**src/rtl/arbiter_request_queue_if.sv**
```systemverilog
// Handshake bundle between the two producers, the external arbiter and the sink.
// The slave modport is the queue side; master is the environment side.
interface arbiter_request_queue_if #(
    parameter int unsigned DATA_W = 8
);
    logic [1:0]          in_valid;
    logic [2*DATA_W-1:0] in_data;
    logic [1:0]          in_ready;
    logic [1:0]          requests;
    logic [1:0]          grants;
    logic                out_valid;
    logic [DATA_W-1:0]   out_data;
    logic                out_id;
    logic                err;

    modport slave (
        input  in_valid, in_data, grants,
        output in_ready, requests, out_valid, out_data, out_id, err
    );

    modport master (
        output in_valid, in_data, grants,
        input  in_ready, requests, out_valid, out_data, out_id, err
    );
endinterface

```
**src/rtl/arbiter_request_queue.sv**
```systemverilog
// Two-channel FIFO front-end for an external 2-request arbiter, registered output stream.
// Define ARBITER_REQUEST_QUEUE_GRANT_CHECK_EN to make err flag illegal grants (sticky).
module arbiter_request_queue #(
    parameter int unsigned DATA_W = 8,
    parameter int unsigned DEPTH  = 4
) (
    input logic                    clk,
    input logic                    rst,
    arbiter_request_queue_if.slave bus
);
    localparam int unsigned AW = $clog2(DEPTH);
    localparam int unsigned CW = AW + 1;
    localparam logic [CW-1:0] Full = CW'(DEPTH);

    logic [DATA_W-1:0] mem_q [2][DEPTH];

    logic [1:0][AW-1:0] wptr_q, wptr_d;
    logic [1:0][AW-1:0] rptr_q, rptr_d;
    logic [1:0][CW-1:0] cnt_q, cnt_d;
    logic [1:0]         push, pop, nonempty, notfull;
    logic               legal;
    logic               gnt_id;

    logic              out_valid_q;
    logic [DATA_W-1:0] out_data_q;
    logic              out_id_q;

    always_comb begin
        for (int c = 0; c < 2; c++) begin
            nonempty[c] = (cnt_q[c] != '0);
            notfull[c]  = (cnt_q[c] != Full);
        end
        gnt_id = bus.grants[1];
        // Only a one-hot grant aimed at a requesting channel pops anything.
        legal  = (bus.grants == 2'b01 && nonempty[0]) || (bus.grants == 2'b10 && nonempty[1]);
        pop    = legal ? bus.grants : 2'b00;
        push   = bus.in_valid & notfull;
        for (int c = 0; c < 2; c++) begin
            wptr_d[c] = push[c] ? wptr_q[c] + AW'(1) : wptr_q[c];
            rptr_d[c] = pop[c] ? rptr_q[c] + AW'(1) : rptr_q[c];
            cnt_d[c]  = cnt_q[c];
            if (push[c] && !pop[c]) begin
                cnt_d[c] = cnt_q[c] + CW'(1);
            end else if (!push[c] && pop[c]) begin
                cnt_d[c] = cnt_q[c] - CW'(1);
            end
        end
    end

    always_ff @(posedge clk or posedge rst) begin
        if (rst) begin
            wptr_q      <= '0;
            rptr_q      <= '0;
            cnt_q       <= '0;
            out_valid_q <= 1'b0;
            out_data_q  <= '0;
            out_id_q    <= 1'b0;
        end else begin
            wptr_q      <= wptr_d;
            rptr_q      <= rptr_d;
            cnt_q       <= cnt_d;
            out_valid_q <= legal;
            if (legal) begin
                out_data_q <= mem_q[gnt_id][rptr_q[gnt_id]];
                out_id_q   <= gnt_id;
            end
        end
    end

    // Storage needs no reset: occupancy is tracked entirely by the counts.
    always_ff @(posedge clk) begin
        for (int c = 0; c < 2; c++) begin
            if (push[c]) begin
                mem_q[c][wptr_q[c]] <= bus.in_data[c*DATA_W +: DATA_W];
            end
        end
    end

`ifdef ARBITER_REQUEST_QUEUE_GRANT_CHECK_EN
    logic err_q;

    always_ff @(posedge clk or posedge rst) begin
        if (rst) begin
            err_q <= 1'b0;
        end else if (bus.grants != 2'b00 && !legal) begin
            err_q <= 1'b1;
        end
    end

    assign bus.err = err_q;
`else
    assign bus.err = 1'b0;
`endif

    assign bus.in_ready  = notfull;
    assign bus.requests  = nonempty;
    assign bus.out_valid = out_valid_q;
    assign bus.out_data  = out_data_q;
    assign bus.out_id    = out_id_q;
endmodule
```
**src/flat_wrapper.sv**
```systemverilog
// flat-port wrapper written by rule: the top's interface ports become plain ports
module arbiter_request_queue_flat 
#(
    parameter int unsigned DATA_W = 8,
    parameter int unsigned DEPTH  = 4
)
  (clk, rst, bus_in_valid, bus_in_data, bus_grants, bus_in_ready, bus_requests, bus_out_valid, bus_out_data, bus_out_id, bus_err);
  arbiter_request_queue_if #(.DATA_W(DATA_W)) bus_i ();
  input logic clk;
  input logic rst;
  input wire logic [$bits(bus_i.in_valid)-1:0] bus_in_valid;
  input wire logic [$bits(bus_i.in_data)-1:0] bus_in_data;
  input wire logic [$bits(bus_i.grants)-1:0] bus_grants;
  output wire logic [$bits(bus_i.in_ready)-1:0] bus_in_ready;
  output wire logic [$bits(bus_i.requests)-1:0] bus_requests;
  output wire logic [$bits(bus_i.out_valid)-1:0] bus_out_valid;
  output wire logic [$bits(bus_i.out_data)-1:0] bus_out_data;
  output wire logic [$bits(bus_i.out_id)-1:0] bus_out_id;
  output wire logic [$bits(bus_i.err)-1:0] bus_err;
  assign bus_i.in_valid = bus_in_valid;
  assign bus_i.in_data = bus_in_data;
  assign bus_i.grants = bus_grants;
  assign bus_in_ready = bus_i.in_ready;
  assign bus_requests = bus_i.requests;
  assign bus_out_valid = bus_i.out_valid;
  assign bus_out_data = bus_i.out_data;
  assign bus_out_id = bus_i.out_id;
  assign bus_err = bus_i.err;
  arbiter_request_queue #(.DATA_W(DATA_W), .DEPTH(DEPTH)) u_core (.clk(clk), .rst(rst), .bus(bus_i));
endmodule
```
**config.mk**
```make
export PLATFORM = sky130hd
export DESIGN_NAME = arbiter_request_queue_flat
export DESIGN_NICKNAME = d
export VERILOG_FILES = /design/src/rtl/arbiter_request_queue_if.sv /design/src/rtl/arbiter_request_queue.sv /design/src/flat_wrapper.sv
export SDC_FILE = /design/constraint.sdc
export NUM_CORES = 1
export LEC_CHECK = 0
export ABC_AREA = 0
export ABC_CLOCK_PERIOD_IN_PS = 2600
export CAP_MARGIN = 10
export CORE_MARGIN = 3
export CORE_UTILIZATION = 36
export CTS_CLUSTER_DIAMETER = 100
export DETAILED_ROUTE_END_ITERATION = 8
export PLACE_DENSITY = 0.56
export SLEW_MARGIN = 20
export SYNTH_ARGS = -nofsm -noshare
export SYNTH_HDL_FRONTEND = slang
export SYNTH_SLANG_ARGS = --single-unit
```
**constraint.sdc**
```tcl
create_clock -name clk -period 2.6 [get_ports clk]
set_input_delay 0.78 -clock clk [delete_from_list [all_inputs] [get_ports clk]]
set_output_delay 0.78 -clock clk [all_outputs]
set_load 0.02 [all_outputs]
```
==> metrics.txt <==
Fin. Hold Viols=0; RSZ-0062 raised after global routing=no; Post-synth EDFFs=64; vias in the first global route=1,996; Die ar.=11,600 um2; YS warnings=0; Setup Crit Path Kind=flip-flop to primary output; # rows=36; Critical Path AT=1.69 ns; post-synthesis xor/xnor area fraction=0.0283; Mapped Cells=237; Worst Path Required=1.82 ns; # setup viols final=0; Leakage=1.75 nW; worst hold path type=flip-flop to flip-flop; Max Root-Sink Buffers=2; DP Worst Slack=-0.0822 ns; detailed-route via count=1,962; Reg area=2520 um2; Slew headroom=0.397; fraction of final layout cells with drive strength greater than 1=0.173; Slew Limit Fails=0; Synthesized Nets=271; worst-path fanout max=6; number of synthesized register bits=88; Die W=107 um; GRT overflow=0; Least-Margin Pin Slew=0.904 ns; Nets=329; post-synthesis simple-gate area fraction=0.0601; initial antenna violation count=0; placed cell count=416; hold_buf cts=0; routed len/inst=14.7 um; final cell count without fillers=433; outcome=finished, final reports clean; Initial Utilization=0.374; fin crit share=0.949; largest net degree at the start of global routing=25; fmax=405 MHz; sequential fraction of the synthesis area=0.680; compound-gate portion of the synthesized area=0.0513; power per standard cell area=1040 nW/um2; Final WS setup=0.134 ns; CTS Buf Count=9; Clock Latency Late Sink=0.35 ns; Die H=107 um; Port Buf Inserts=35; most frequent cells after synthesis=edfxtp_1, dfrtp_1, mux2i_1; vias per cell=4.53; H-tree depth=3; DP HPWL=4.49 mm; Final GP Congestion=0.773; count of filler cells inserted in the layout=919; root buffer cell=clkbuf_8; Syn-to-layout area delta=22.0%; crit end category=primary output; Post-Route WL=6.35 mm; Synth cell types=37; number of remaining DRC errors=0; # IOs=37; Most used DFF post-synth=edfxtp_1; VDD IR max=0.459 mV; cell accounting for the most synthesized area=edfxtp_1; largest family of logic cells by synthesized area=multiplexers; First DRT Iteration DRCs=60; nature of the critical path startpoint=flip-flop; Clock transition at path regs=0.08 ns; multi-input logic area=1070 um2; clock sink count=88; Max Cap Viol=0; global-route wire length before repair=10.2 mm; Synth Cell Area=3710 um2; GRT Util Overall=0.121; CTS tree=yes; top cells by area, synth=edfxtp_1, dfrtp_1, mux2i_1; ANT nets after route=0; mux contribution to synthesized area=0.102; Tmin final=2.47 ns; Yosys top cell area share=0.518; ys async rst share=0.273; most common cell in the netlist=edfxtp_1; clk_skew=0.0105 ns; post-synthesis adder-cell area fraction=0.0445; ANT cells=0; synthesized area per cell=15.6 um2; Core Region=9910 um2; DRT Pass-1 Iters=4
[stage by stage]
| step | setup TNS (ns) | cell area (um2) | utilization | hold WS (ns) | total power [mW] |
|---|---|---|---|---|---|
| final | 0 | 4520 | 0.457 | 0.494 | 4.72 |
| after floorplan | 0 | 3710 | - | 0.481 | 3.26 |
| after global routing | 0 | 4520 | 0.457 | 0.526 | 5.06 |
| after detailed placement | -0.269 | 4310 | 0.435 | 0.474 | 3.83 |
| after CTS | 0 | 4520 | 0.456 | 0.503 | 4.79 |
| after global placement | -0.143 | 4310 | 0.435 | 0.485 | 3.80 |
[timing repair]
| action | in CTS | in global routing |
|---|---|---|
| hold endpoints to repair | 0 | 0 |
| pin swaps | 0 | 1 |
| buffers inserted | 0 | 1 |
| setup endpoints to repair | 1 | 1 |
| gates resized for setup | 1 | 0 |
[state kept, by name (all words and copies together) (netlist names)]
register	flops
u_core.bus.out_id	1
u_core.mem_q	64
u_core.cnt_q	6
u_core.rptr_q	4
u_core.wptr_q	4
u_core.bus.out_data	8
u_core.bus.out_valid	1
[power by group]
part / internal, mW / leakage (nW) / total [mW] / switching (mW)
clock: 0.454 / 0.0994 / 0.931 / 0.477
sequential: 1.92 / 0.867 / 2.20 / 0.279
combinational: 0.791 / 0.782 / 1.59 / 0.802
total: 3.17 / 1.75 / 4.72 / 1.56
[cell families after synthesis]
group                    count (synthesis)
AND/OR/NAND/NOR                         40
other                                    1
adder cells (fa/ha/maj)                 12
buffers and inverters                   24
AO/OA/AOI/OAI                           25
flip-flops                              88
multiplexers                            35
XOR/XNOR                                12
[critical path: stages (launching register included)]
cell and delay, ns:
dfrtp_1 0.48, nor2_1 0.08, nand2_1 0.15, clkdlybuf4s50_1 0.63
[cell type report]
type | instances | area share
Clock buffer | 9 | 0.0274
Timing Repair Buffer | 55 | 0.111
Clock inverter | 7 | 0.0174
Multi-Input combinational cell | 125 | 0.237
Tap cell | 133 | 0.0368
Inverter | 16 | 0.0133
Sequential cell | 88 | 0.558
[layer usage]
layer | GRT usage | part of all wire | vias to the layer above
met2 | 0.184 | 0.47 | 41
met3 | 0.0474 | 0.043 | 6
met4 | 0.0397 | 0.012 | 0
met5 | 0 | 0 | -
li1 | - | - | 980
met1 | 0.159 | 0.47 | 935
[cell usage in the layout (no fill, tap or decap), drive strengths merged]
| cell | synthesis | layout |
|---|---|---|
| dfrtp | 24 | 24 |
| nand2 | 7 | 7 |
| nor2 | 9 | 9 |
| mux4 | 1 | 1 |
| edfxtp | 64 | 64 |
| o22ai | 1 | 1 |
| nand2b | 2 | 2 |
| fa | 2 | 2 |
| inv | 16 | 18 |
| xor2 | 5 | 5 |
| mux2 | 10 | 10 |
| o211ai | 1 | 1 |
| nor3 | 2 | 2 |
| a211oi | 1 | 1 |
| o311a | 1 | 1 |
| o22a | 1 | 1 |
| a211o | 1 | 1 |
| and3 | 8 | 8 |
| clkdlybuf4s50 | 0 | 35 |
| conb | 1 | 1 |
| clkbuf | 1 | 9 |
| and2 | 3 | 3 |
| nor2b | 3 | 3 |
| a22oi | 12 | 12 |
| bufinv | 0 | 1 |
| o21ai | 5 | 5 |
| xnor2 | 7 | 7 |
| clkinv | 0 | 3 |
| mux2i | 24 | 24 |
| ha | 10 | 10 |
| a31oi | 2 | 2 |
| nand3 | 6 | 6 |
| buf | 7 | 20 |
| clkinvlp | 0 | 1 |
[path summary, 6_finish.rpt]
kind / slack [ns] / from / cells past startpoint / end
worst max-delay path: 0.13 / u_core.cnt_q[0] / 3 / bus_in_ready[0]
worst min-delay path: 0.49 / u_core.rptr_q[0] / 1 / u_core.rptr_q[0]
worst max register to register: 0.57 / u_core.cnt_q[0] / 10 / u_core.cnt_q[2]
worst min register to register: 0.49 / u_core.rptr_q[0] / 1 / u_core.rptr_q[0]
max in group asynchronous: 1.57 / rst / 3 / u_core.wptr_q[0]
min in group asynchronous: 0.78 / rst / 3 / u_core.cnt_q[5]
No activity file was read; power rests on OpenSTA's default activity.
